--- src/rtl/mem_access_unit.sv ---
// mem_access_unit: single-outstanding load/store controller in front of a
// 1024x32 byte-enabled data RAM.
//
// Ports:
//   clk, rst               clock, synchronous active-high reset
//   req_valid/req_ready    request handshake (ready only in IDLE, rst low)
//   req_we                 1 = store, 0 = load
//   req_size               00 byte, 01 half, 10 word, 11 reserved
//   req_unsigned           zero-extend loads when 1
//   req_addr               byte address
//   req_wdata              right-aligned store data
//   rsp_valid/rsp_ready    response handshake, held until accepted
//   rsp_rdata              extended load data, 0 for stores
//   rsp_err                misaligned / reserved-size request
//   mem_addr               RAM word address
//   mem_sel                RAM byte select
//   mem_we, mem_ld         RAM write / load enable (ACCESS only)
//   mem_wdata              lane-replicated store data
//   mem_rdata              combinational RAM read data
//
// Configuration macro: MAU_ERR_TRAP_EN
//   defined   : misaligned or size-11 requests leave the RAM untouched and
//               respond with rsp_err=1, rsp_rdata=0
//   undefined : rsp_err is 0, addresses are force-aligned, size 11 acts as word
module mem_access_unit #(
  parameter int unsigned ADDR_W = 12,
  parameter int unsigned DATA_W = 32
) (
  input  logic              clk,
  input  logic              rst,
  input  logic              req_valid,
  output logic              req_ready,
  input  logic              req_we,
  input  logic [1:0]        req_size,
  input  logic              req_unsigned,
  input  logic [ADDR_W-1:0] req_addr,
  input  logic [DATA_W-1:0] req_wdata,
  output logic              rsp_valid,
  input  logic              rsp_ready,
  output logic [DATA_W-1:0] rsp_rdata,
  output logic              rsp_err,
  output logic [ADDR_W-3:0] mem_addr,
  output logic [3:0]        mem_sel,
  output logic              mem_we,
  output logic              mem_ld,
  output logic [DATA_W-1:0] mem_wdata,
  input  logic [DATA_W-1:0] mem_rdata
);

  localparam int unsigned WA_W = ADDR_W - 2;

  localparam logic [1:0] S_IDLE   = 2'd0;
  localparam logic [1:0] S_ACCESS = 2'd1;
  localparam logic [1:0] S_RESP   = 2'd2;

  localparam logic [1:0] SZ_BYTE = 2'b00;
  localparam logic [1:0] SZ_HALF = 2'b01;
  localparam logic [1:0] SZ_WORD = 2'b10;

  logic [1:0]        state_q, state_d;
  logic              we_q, we_d;
  logic [1:0]        size_q, size_d;
  logic              uns_q, uns_d;
  logic [ADDR_W-1:0] addr_q, addr_d;
  logic [DATA_W-1:0] wdata_q, wdata_d;
  logic [DATA_W-1:0] rdata_q, rdata_d;
  logic              err_q, err_d;

  logic              req_err_c;
  logic [1:0]        off_c;
  logic [3:0]        sel_c;
  logic [DATA_W-1:0] wrep_c;
  logic [7:0]        byte_c;
  logic [15:0]       half_c;
  logic [DATA_W-1:0] ld_c;
  logic              access_c;

  // Request error classification on the registered fields.
  always_comb begin
    req_err_c = 1'b0;
`ifdef MAU_ERR_TRAP_EN
    unique case (size_q)
      SZ_BYTE: req_err_c = 1'b0;
      SZ_HALF: req_err_c = addr_q[0];
      SZ_WORD: req_err_c = (addr_q[1:0] != 2'b00);
      default: req_err_c = 1'b1;
    endcase
`endif
  end

  // Lane offset, byte select and replicated store data. Half and word
  // offsets are force-aligned; when trapping, an erroring request never
  // reaches the RAM so the aligned values are harmless.
  always_comb begin
    off_c  = 2'b00;
    sel_c  = 4'b1111;
    wrep_c = wdata_q;
    unique case (size_q)
      SZ_BYTE: begin
        off_c  = addr_q[1:0];
        sel_c  = 4'b0001 << addr_q[1:0];
        wrep_c = {4{wdata_q[7:0]}};
      end
      SZ_HALF: begin
        off_c  = {addr_q[1], 1'b0};
        sel_c  = addr_q[1] ? 4'b1100 : 4'b0011;
        wrep_c = {2{wdata_q[15:0]}};
      end
      default: begin
        off_c  = 2'b00;
        sel_c  = 4'b1111;
        wrep_c = wdata_q;
      end
    endcase
  end

  // Load lane extraction and sign/zero extension.
  always_comb begin
    byte_c = mem_rdata[{off_c, 3'b000} +: 8];
    half_c = mem_rdata[{off_c[1], 4'b0000} +: 16];
    unique case (size_q)
      SZ_BYTE: ld_c = uns_q ? {24'h0, byte_c} : {{24{byte_c[7]}}, byte_c};
      SZ_HALF: ld_c = uns_q ? {16'h0, half_c} : {{16{half_c[15]}}, half_c};
      default: ld_c = mem_rdata;
    endcase
  end

  // Next-state and register update logic.
  always_comb begin
    state_d = state_q;
    we_d    = we_q;
    size_d  = size_q;
    uns_d   = uns_q;
    addr_d  = addr_q;
    wdata_d = wdata_q;
    rdata_d = rdata_q;
    err_d   = err_q;
    unique case (state_q)
      S_IDLE: begin
        if (req_valid) begin
          state_d = S_ACCESS;
          we_d    = req_we;
          size_d  = req_size;
          uns_d   = req_unsigned;
          addr_d  = req_addr;
          wdata_d = req_wdata;
        end
      end
      S_ACCESS: begin
        state_d = S_RESP;
        err_d   = req_err_c;
        rdata_d = (we_q || req_err_c) ? '0 : ld_c;
      end
      S_RESP: begin
        if (rsp_ready) begin
          state_d = S_IDLE;
        end
      end
      default: state_d = S_IDLE;
    endcase
  end

  // State and request/response registers.
  always_ff @(posedge clk) begin
    if (rst) begin
      state_q <= S_IDLE;
      we_q    <= 1'b0;
      size_q  <= 2'b00;
      uns_q   <= 1'b0;
      addr_q  <= '0;
      wdata_q <= '0;
      rdata_q <= '0;
      err_q   <= 1'b0;
    end else begin
      state_q <= state_d;
      we_q    <= we_d;
      size_q  <= size_d;
      uns_q   <= uns_d;
      addr_q  <= addr_d;
      wdata_q <= wdata_d;
      rdata_q <= rdata_d;
      err_q   <= err_d;
    end
  end

  // RAM strobes only in ACCESS; rst gating keeps the RAM quiet during reset.
  assign access_c  = (state_q == S_ACCESS) && !req_err_c;
  assign mem_addr  = addr_q[ADDR_W-1:2];
  assign mem_wdata = wrep_c;
  assign mem_sel   = access_c ? sel_c : 4'b0000;
  assign mem_we    = access_c && we_q && !rst;
  assign mem_ld    = access_c && !we_q && !rst;

  assign req_ready = (state_q == S_IDLE) && !rst;
  assign rsp_valid = (state_q == S_RESP);
  assign rsp_rdata = rdata_q;
  assign rsp_err   = err_q;

  logic unused_c;
  assign unused_c = ^{WA_W[0]};

endmodule

--- config.mk ---
export PLATFORM = sky130hd
export DESIGN_NAME = mem_access_unit
export DESIGN_NICKNAME = d
export VERILOG_FILES = /design/src/rtl/mem_access_unit.sv
export SDC_FILE = /design/constraint.sdc
export NUM_CORES = 1
export LEC_CHECK = 0
export BUFFER_PORTS_ARGS = -buffer_cell sky130_fd_sc_hd__buf_2
export CORE_ASPECT_RATIO = 0.5
export CORE_MARGIN = 2
export CORE_UTILIZATION = 49
export CTS_BUF_LIST = sky130_fd_sc_hd__clkbuf_4
export DETAILED_ROUTE_END_ITERATION = 8
export PLACE_DENSITY = 0.82
export SYNTH_ARGS = -nofsm -noshare
export SYNTH_HDL_FRONTEND = slang
export SYNTH_SLANG_ARGS = --single-unit
--- constraint.sdc ---
create_clock -name clk -period 2 [get_ports clk]
set_input_delay 0.1 -clock clk [delete_from_list [all_inputs] [get_ports clk]]
set_output_delay 0.1 -clock clk [all_outputs]
set_load 0.01 [all_outputs]
==> results of run 1 <==
-- routing by layer --
| metal | GRT usage | part of all wire |
|---|---|---|
| met3 | 0.07290 | 0.059 |
| met1 | 0.3172 | 0.44 |
| met2 | 0.4592 | 0.49 |
| met5 | 0 | 0 |
| met4 | 0.08910 | 0.019 |
-- critical path, cell delays in order, from the launching register on --
cell and delay [ps]:
dfxtp_2 420, nor2_2 220, buf_4 230, mux2_2 360, buf_2 140
-- power breakdown --
part / switching [mW] / internal [mW]
clock network: 0.545 / 0.376
logic: 0.466 / 0.423
registers: 0.0739 / 1.74
-- flip-flops by register name (all words and copies together) (netlist names) --
register and cells:
addr_q 12, rsp_rdata 32, size_q 2, state_q 2, uns_q 1, wdata_q 32, we_q 1
-- cell type report --
cell class / instances / area [um^2] / area share
clock buffer: 10 / 75.07 / 0.01359
inverter: 11 / 41.29 / 0.007475
timing repair buffer: 244 / 1615 / 0.2924
tap: 112 / 140.1 / 0.02537
sequential: 82 / 1643 / 0.2974
multi-input combinational: 334 / 1964 / 0.3556
clock inverter: 4 / 45.04 / 0.008154
-- cells in the mapped netlist, types with 3 or more instances --
master,count,area share
mux2i_1,13,0.033
o221ai_1,7,0.016
a21oi_1,81,0.10
clkbuf_1,18,0.017
mux2_2,16,0.046
a32o_1,16,0.041
a221o_1,3,0.0076
o21ai_0,14,0.018
a211oi_1,5,0.0095
buf_4,22,0.042
dfxtp_1,82,0.42
nor2_1,6,0.0057
nor2b_1,7,0.011
buf_6,3,0.0086
nand2_1,121,0.12
nand2b_1,22,0.035
buf_1,5,0.0048
buf_2,7,0.0089
inv_1,10,0.0095
-- cell families after synthesis --
logic type,after synthesis
AO/OA/AOI/OAI,137
flip-flops,82
multiplexers,30
buffers and inverters,66
other,1
AND/OR/NAND/NOR,166
-- what timing repair did --
| item | CTS | global route |
|---|---|---|
| hold endpoints to repair | 64 | 0 |
| endpoints found under the setup margin | 1 | 9 |
| resized for setup | 2 | 4 |
| hold buffers | 67 | 0 |
-- final timing paths --
check	startpoint	to	slack (ps)	cells past startpoint
worst max-delay path	size_q[1]	mem_wdata[15]	90	4
worst min-delay path	mem_rdata[29]	rsp_rdata[29]	30	3
worst max register to register	state_q[0]	rsp_rdata[0]	180	4
worst min register to register	wdata_q[17]	wdata_q[17]	460	2
==> metrics.md, run 1 <==
| Metric | Value |
|---|---|
| Post-synthesis mux area share | `0.08207` |
| WL/cell | `14.75 um` |
| Post-Place Cells | `roughly 700` |
| Synth Area in XOR/XNOR | `0` |
| Main combinational cell family by area after synthesis | `compound AO/OA/AOI/OAI gates` |
| Clock sink count | `82` |
| Placer Congestion | `around 0.85` |
| Max-slew violation count | `0` |
| Num CTS Buffers | `9` |
| Largest net degree at the start of global routing | `between 40 and 50` |
| Syn Nets | `566` |
| Setup bufs post-CTS | `0` |
| Number of routed nets with antenna violations | `0` |
| Mapped Avg Cell Area | `8.193 um^2` |
| Die Footprint | `8836 um^2` |
| Worst Hold Class | `primary input to register` |
| Die W | `131.0 um` |
| First-pass DRT Iterations | `4` |
| Share of cells above drive strength 1 | `0.3212` |
| GRT Overall Usage | `0.2629` |
| Minimum clock period after layout | `1908 ps` |
| Nets@finish | `766` |
| Placed cell area | `4712 um^2` |
| Clk Latency, worst-skew pair | `440 ps` |
| Critical Path AT | `about 1800 ps` |
| Number of DRC markers in iteration 0 | `about 220` |
| Pwr Density | `~660 nW/um^2` |
| Port bufs | `roughly 170` |
| Final design area excluding fillers | `about 5500 um^2` |
| Worst slew pin tran | `1280 ps` |
| Maxcap violations | `0` |
| Overall power | `3.620 mW` |
| Core Area | `7914 um^2` |
| Final Hold Vio Count | `0` |
| Peak supply drop | `around 0.00032 V` |
| Setup ws final | `91.92 ps` |
| Antenna violations before repair | `0` |
| Distinct cells, synth | `38` |
| Clk pin slew, worst setup/hold paths | `between 100 and 150 ps` |
| First-pass GRT wire length | `18020 um` |
| Fin util | `0.6980` |
| # setup viols final | `0` |
| H-tree depth | `3` |
| Number of remaining DRC errors | `0` |
| Root Driver | `clkbuf_4` |
| Die height | `between 60 and 70 um` |
| Slew margin rel. | `0.1438` |
| FILL cells | `~620` |
| #FFs+latches synth | `82` |
| Initial Util | `0.4990` |
| Final Hold Slack | `33.04 ps` |
| Hpwl dp | `between 7000 and 8000 um` |
| Synth Area in Simple Gates | `0.1847` |
| CP Launch Type | `register` |
| Post-Synthesis Cells | `482` |
| Critical Path RT | `1900 ps` |
| Maximum fanout along the worst path | `12` |
| Synth Flop Type | `dfxtp_1` |
| Layout Cells excl Fill | `roughly 800` |
| Synth Area in Compound Gates | `0.2250` |
| Routed wire length | `11750 um` |
| Setup CP Type | `register to output port` |
| Clock skew | `between 10 and 15 ps` |
| Rows | `23` |
| Sequential share of the synthesized area | `0.4157` |
| N_diodes | `0` |
| Outcome | `completed` |
| Post-Synth Adder-Cell Area | `0` |
| Via count | `approximately 4200` |
| TritonCTS clock tree | `done` |
| Overflow after GRT | `0` |
| Mapped Area | `3949 um^2` |
| Achievable frequency | `0.5241 GHz` |
| Place WS | `roughly 260 ps` |
| Commonest non-fill, non-tap cell in the layout | `buf_2` |
| Cell leakage power | `about 2.5 nW` |
| Commonest cells after routing, fill and taps aside | `165 x buf_2, 121 x nand2_1, 81 x a21oi_1, 81 x dfxtp_1, 67 x dlygate4sd3_1` |
| Synth warn | `0` |
| Synth async-reset ratio | `0` |
| Area Growth Syn to Fin | `39.89%` |
| # IOs | `between 150 and 200` |
| Setup TNS | `0 ps` |
| Vias in the first global route | `3816` |
| Clock Path Buffers | `2` |
| Worst setup EP type | `output port` |
| RSZ-0062 raised after global routing | `false` |
| Number of vias per cell | `roughly 5.2` |
| Tcrit/Tclk final | `0.9540` |
| Post-synth EDFFs | `0` |
No activity file was read; power rests on OpenSTA's default activity.
==> run 2: changes to the inputs <==
--- a/config.mk
+++ b/config.mk
@@ -5,9 +5,9 @@
 export SDC_FILE = /design/constraint.sdc
 export NUM_CORES = 1
 export LEC_CHECK = 0
+export ABC_AREA = 1
 export BUFFER_PORTS_ARGS = -buffer_cell sky130_fd_sc_hd__buf_2
 export CORE_ASPECT_RATIO = 0.5
-export CORE_MARGIN = 2
 export CORE_UTILIZATION = 49
 export CTS_BUF_LIST = sky130_fd_sc_hd__clkbuf_4
 export DETAILED_ROUTE_END_ITERATION = 8
==> run 2 against run 1 <==
Against the previous run: clock skew grew 3.3 ps; clock-buffer cell count up 1; synthesized area increased by 0.32%; critical path depth rose by 1; routed wire length is 6.5% higher; setup slack better by 46 ps; combinational power is 18% higher; global-route usage grew 3.6 points; synthesized cell count rose by 23%; core utilization is 1.2 points higher; non-clock buffer count is 15 lower; via count increased by 9.8%; critical endpoint is now mem_wdata[31]; largest cell class unchanged; largest power group unchanged.
==> metrics.md, run 2 <==
| Metric | Value |
|---|---|
| Outcome | `completed` |
| Most numerous cell in the Yosys netlist | `nand2_1` |
| Num CTS Buffers | `9 (unchanged)` |
| Critical Path AT | `1760 ps (-50 ps)` |
| Distinct cells, synth | `27 (-29%)` |
| Rows | `22 (-4.3%)` |
| TritonCTS clock tree | `done` |
| Buf/Inv on CP | `3 (+1)` |
| Syn Nets | `679 (+20%)` |
| Clk Latency, worst-skew pair | `450 ps (about the same)` |
| Commonest cells after routing, fill and taps aside | `165 x buf_2, 128 x nand2_1, 123 x nor2_1` |
| #FFs+latches synth | `82 (unchanged)` |
| Clk pin slew, worst setup/hold paths | `130 ps (about the same)` |
| Worst setup EP type | `output port` |
| Synth Flop Type | `dfxtp_1` |
| Post-synth top cells | `130 x nand2_1, 124 x nor2_1, 82 x dfxtp_1` |
| Critical Path RT | `1900 ps (about the same)` |
| RSZ-0062 raised after global routing | `false` |
| Mapped Avg Cell Area | `6.658 um^2 (-19%)` |
| Post-Synthesis Cells | `595 (+23%)` |
| Max-slew violation count | `0 (unchanged)` |
| Clock sink count | `82 (unchanged)` |
| Routed wire length | `12510 um (+6.5%)` |
| First-pass GRT wire length | `19530 um (+8.4%)` |
| Vias in the first global route | `4262 (+12%)` |
| Final Hold Slack | `42.00 ps (+8.965 ps)` |
| Post-synthesis mux area share | `0 (-0.08207)` |
| Slowest CP cell | `dfxtp_2` |
| Minimum clock period after layout | `1862 ps (-46.03 ps)` |
| Setup ws final | `138.0 ps (+46.03 ps)` |
| Overflow after GRT | `0 (unchanged)` |
| # IOs | `167 (unchanged)` |
| Core Area | `7570 um^2 (-4.3%)` |
| Critical path, cell by cell | `buf_4, nor2_2, inv_1, o211ai_1, buf_2` |
| CP Launch Type | `register` |
| Commonest non-fill, non-tap cell in the layout | `buf_2` |
| Worst Hold Class | `primary input to register` |
| Sequential share of the synthesized area | `0.4144 (-0.001313)` |
| Maximum fanout along the worst path | `17 (+5)` |
| Clock skew | `16.32 ps (+3.331 ps)` |
| Post-synth EDFFs | `0 (unchanged)` |
| Die height | `65.58 um (-2.8%)` |
| Maxcap violations | `0 (unchanged)` |
| Post-Synth Adder-Cell Area | `0 (unchanged)` |
| Placer Congestion | `0.9016 (+6.1%)` |
| Final design area excluding fillers | `5376 um^2 (-2.7%)` |
| Antenna violations before repair | `0 (unchanged)` |
| H-tree depth | `3 (unchanged)` |
| Pwr Density | `722.4 nW/um^2 (+10%)` |
| Die Footprint | `8470 um^2 (-4.1%)` |
| Peak supply drop | `0.0004442 V (+38%)` |
| Power share of the clock group | `0.253 (-0.002)` |
| Synth async-reset ratio | `0 (unchanged)` |
| Initial Util | `0.5233 (+0.02433)` |
| Largest stage delay on the critical path | `390 ps (-30 ps)` |
| Critical Path Stages | `5 (+1)` |
| Synth top area share | `0.4144 (-0.001313)` |
| Share of cells above drive strength 1 | `0.2764 (-0.04473)` |
| Setup CP Type | `register to output port` |
| Setup bufs post-CTS | `0 (unchanged)` |
| Hpwl dp | `8224 um (+8.8%)` |
| Placed cell area | `4742 um^2 (+0.64%)` |
| N_diodes | `0 (unchanged)` |
| GRT Overall Usage | `0.2989 (+0.03601)` |
| Synth Area in Compound Gates | `0.1832 (-0.04177)` |
| Main combinational cell family by area after synthesis | `simple AND/OR/NAND/NOR gates` |
| Area Growth Syn to Fin | `35.72%` |
| Nets@finish | `864 (+13%)` |
| Mapped Area | `3961 um^2 (+0.32%)` |
| Synth warn | `0 (unchanged)` |
| Achievable frequency | `0.5370 GHz (+2.5%)` |
| WL/cell | `14.01 um (-5.0%)` |
| Setup TNS | `0 ps (unchanged)` |
| Leading area contributor after synthesis | `dfxtp_1` |
| Final Hold Vio Count | `0 (unchanged)` |
| Tcrit/Tclk final | `0.9310 (-0.02302)` |
| Largest cells by area after synthesis | `dfxtp_1 41%, nand2_1 12%, nor2_1 12%` |
| Die W | `129.2 um (-1.4%)` |
| # setup viols final | `0 (unchanged)` |
| R2R cell count | `8 (+4)` |
| Seq pwr share | `0.475 (-0.025)` |
| Largest net degree at the start of global routing | `49 (+11%)` |
| Internal power | `2.598 mW (+2.5%)` |
| Via count | `4566 (+9.8%)` |
| Largest delay share family, worst path | `buffers and inverters` |
| Port bufs | `165 (unchanged)` |
| Synth Area in XOR/XNOR | `0 (unchanged)` |
| Number of remaining DRC errors | `0 (unchanged)` |
| Number of DRC markers in iteration 0 | `349 (+57%)` |
| Number of routed nets with antenna violations | `0 (unchanged)` |
| Worst hold path depth | `5 (+2)` |
| Logic pwr share | `0.271 (+0.025)` |
| Clock Path Buffers | `2 (unchanged)` |
| Switch share | `0.3310 (+0.03119)` |
| Cell leakage power | `2.652 nW (+6.8%)` |
| Root Driver | `clkbuf_4` |
| Number of vias per cell | `5.113 (-2.0%)` |
| Psw | `1.285 mW (+18%)` |
| Place WS | `314.3 ps (+58.23 ps)` |
| First-pass DRT Iterations | `6 (+2)` |
| Synth Area in Simple Gates | `0.2947 (+0.1100)` |
## run 2: cell type report
cell class              count  area (um^2)
inverters                  34        127.6
clock buffers              11        82.58
repair buffers            229         1429
multi-input cells         424         1904
fillers                   682         2193
clock inverters             5        55.05
flip-flops and latches     82         1643
well taps                 108        135.1
## run 2: worst paths after layout
path	from	slack, ps	to
worst max register to register	addr_q[1]	290	rsp_rdata[24]
worst min register to register	rsp_rdata[11]	470	rsp_rdata[11]
worst min-delay path	mem_rdata[23]	40	rsp_rdata[23]
worst max-delay path	size_q[1]	140	mem_wdata[31]
## run 2: power by group through the flow
| stage | sequential, mW | clock (mW) | combinational [mW] |
|---|---|---|---|
| floorplan | 1.88 | 0 | 0.633 |
| global placement | 1.88 | 0 | 0.935 |
| detailed placement | 1.88 | 0 | 0.955 |
| CTS | 1.84 | 0.982 | 1.03 |
| global route | 1.86 | 1.07 | 1.16 |
| finish | 1.85 | 0.984 | 1.05 |
## run 2: worst min-delay path: stages
cell	delay [ps]
buf_2	100
inv_1	60
a21oi_1	70
nand2_1	60
a21oi_1	50
## run 2: through the flow
stage	util	total power, mW	cells
CTS	0.7098	3.858	893
floorplan	-	2.509	595
global placement	0.6264	2.811	828
global route	0.7102	4.095	893
detailed placement	0.6264	2.834	828
finish	0.7102	3.884	893
## run 2: cell families after synthesis
family                 after synthesis
buffers and inverters               89
and+or+nand+nor                    285
DFF                                 82
AOI/OAI and AO/OA                  138
other                                1
## run 2: repair_timing
item,in CTS,in global routing
hold buffers,49,0
gates cloned,0,0
gates resized for setup,1,2
endpoints found under the hold margin,49,0
endpoints found under the setup margin,2,9
## run 2: metal layers
metal | wire, um | vias up | GRT usage
met1 | 5222 | 2071 | 0.3451
met3 | 857 | 34 | 0.06678
met4 | 346 | 0 | 0.1265
met5 | 0 | - | 0
met2 | 6086 | 206 | 0.5383
li1 | - | 2255 | -
==> run 3: changes to the inputs <==
==> constraint.sdc (replaced) <==
create_clock -name clk -period 1.95 [get_ports clk]
set_input_delay 0.0975 -clock clk [delete_from_list [all_inputs] [get_ports clk]]
set_output_delay 0.0975 -clock clk [all_outputs]
set_load 0.01 [all_outputs]
==> run 3 against run 2 <==
Against the previous run: critical endpoint is now mem_sel[1]; clock power hardly changed; non-clock buffer count stayed put; largest power group unchanged; die area stayed put; register-to-register slack worse by 30 ps; flip-flop and latch count stayed put; critical path type unchanged; global-route usage is 0.78 points lower; worst hold slack better by 2.8 ps.
==> metrics.md, run 3 (synthesis gave the netlist of run 2 again) <==
| Metric | Value |
|---|---|
| CP Launch Type | `register` |
| Rows | `22 (unchanged)` |
| Number of routed nets with antenna violations | `0 (unchanged)` |
| H-tree depth | `3 (unchanged)` |
| # setup viols final | `0 (unchanged)` |
| Root Driver | `clkbuf_4` |
| GRT Overall Usage | `0.2912 (-0.007755)` |
| Nets@finish | `864 (unchanged)` |
| Peak supply drop | `0.0005427 V (+22%)` |
| Max-slew violation count | `0 (unchanged)` |
| Final Hold Vio Count | `0 (unchanged)` |
| # IOs | `167 (unchanged)` |
| TritonCTS clock tree | `done` |
| Final design area excluding fillers | `5391 um^2 (+0.28%)` |
| Place WS | `305.6 ps (-8.724 ps)` |
| Die W | `129.2 um (unchanged)` |
| Hpwl dp | `8007 um (-2.6%)` |
| Worst setup EP type | `output port` |
| Number of remaining DRC errors | `0 (unchanged)` |
| Num CTS Buffers | `9 (unchanged)` |
| Share of cells above drive strength 1 | `0.2739 (-0.002548)` |
| Commonest non-fill, non-tap cell in the layout | `buf_2` |
| Worst hold path depth | `4 (-1)` |
| RSZ-0062 raised after global routing | `false` |
| Setup CP Type | `register to output port` |
| Maximum fanout along the worst path | `12 (-5)` |
| N_diodes | `0 (unchanged)` |
| Overflow after GRT | `0 (unchanged)` |
| Cell leakage power | `2.655 nW (about the same)` |
| Maxcap violations | `0 (unchanged)` |
| Routed wire length | `12240 um (-2.2%)` |
| Antenna violations before repair | `0 (unchanged)` |
| First-pass GRT wire length | `18760 um (-4.0%)` |
| Placer Congestion | `0.9100 (+0.93%)` |
| RR Endpoint | `rsp_rdata[27]` |
| Achievable frequency | `0.5491 GHz` |
| Placed cell area | `4742 um^2 (unchanged)` |
| Setup TNS | `0 ps (unchanged)` |
| Number of vias per cell | `5.069 (-0.85%)` |
| Die height | `65.58 um (unchanged)` |
| Vias in the first global route | `4037 (-5.3%)` |
| R2R setup slack | `260 ps (-30 ps)` |
| Minimum clock period after layout | `1821 ps` |
| Area Growth Syn to Fin | `36.10%` |
| RR Startpoint | `size_q[1]` |
| Critical Path RT | `1850 ps (-50 ps)` |
| FILL cells | `652 (-4.4%)` |
| Worst Hold Endpoint | `we_q` |
| Largest net degree at the start of global routing | `39 (-20%)` |
| Clk Latency, worst-skew pair | `430 ps (-20 ps)` |
| Clock Path Buffers | `2 (unchanged)` |
| Number of DRC markers in iteration 0 | `326 (-6.6%)` |
| R2R cell count | `9 (+1)` |
| HP Start | `req_valid` |
| Clock sink count | `82 (unchanged)` |
| Critical Path AT | `1720 ps (-40 ps)` |
| Commonest cells after routing, fill and taps aside | `165 x buf_2, 128 x nand2_1, 123 x nor2_1` |
| Setup ws final | `128.9 ps (-9.091 ps)` |
| Clock skew | `13.39 ps (-2.931 ps)` |
| Pwr Density | `739.1 nW/um^2 (+2.3%)` |
| Clk pin slew, worst setup/hold paths | `130 ps (about the same)` |
| WL/cell | `13.71 um (-2.2%)` |
| First-pass DRT Iterations | `5 (-1)` |
| Port bufs | `165 (unchanged)` |
| Outcome | `completed` |
| Initial Util | `0.5233 (unchanged)` |
| Tcrit/Tclk final | `0.9339` |
| Worst Hold Class | `primary input to register` |
| Die Footprint | `8470 um^2 (unchanged)` |
| Overall power | `3.985 mW (+2.6%)` |
| Via count | `4527 (-0.85%)` |
| Core Area | `7570 um^2 (unchanged)` |
-- run 3: worst max path at each step --
stage | endpoint | cells after the start | from
6_report | mem_sel[1] | 5 | size_q[1]
5_1_grt | mem_sel[1] | 5 | size_q[1]
3_5_place_dp | rsp_rdata[18] | 9 | size_q[1]
2_1_floorplan | rsp_rdata[23] | 9 | size_q[1]
4_1_cts | mem_wdata[29] | 6 | size_q[1]
3_3_place_gp | rsp_rdata[30] | 9 | size_q[1]
-- run 3: report_power, final --
group / switching (mW) / total [mW] / internal (mW)
Clock: 0.601 / 1.01 / 0.408
Combinational: 0.638 / 1.09 / 0.451
Sequential: 0.0822 / 1.89 / 1.81
-- run 3: metal layers --
layer	global-route usage	wire length (um)
met5	0	0
met4	0.1221	283
met3	0.07410	790
met2	0.5087	5890
met1	0.3427	5275
-- run 3: final cells by class --
cell class              instances  area, um^2  share of cell area
clock buffers                  10       75.07             0.01392
clock inverters                 6       66.31             0.01230
inverters                      34       127.6             0.02367
multi-input cells             424        1904              0.3532
flip-flops and latches         82        1642              0.3045
well taps                     108       135.1             0.02506
repair buffers                229        1441              0.2673
-- run 3: timing repair --
item	in CTS	in global routing
hold buffers	49	0
gates resized for setup	0	5
setup buffers	0	0
endpoints found under the setup margin	0	14
endpoints found under the hold margin	49	0
-- run 3: critical path, cell delays in order (launching register included) --
cell and delay (ps):
dfxtp_1 400, buf_4 240, nor2_1 100, buf_4 180, nor3_1 210, buf_2 170
-- run 3: per-stage QoR --
stage,cells,hold slack (ps),utilization
global placement,828,330.9,0.6264
detailed placement,828,352.4,0.6264
floorplan,595,246.3,-
global route,893,38.01,0.7122
CTS,893,15.61,0.7099
finish,893,44.83,0.7122
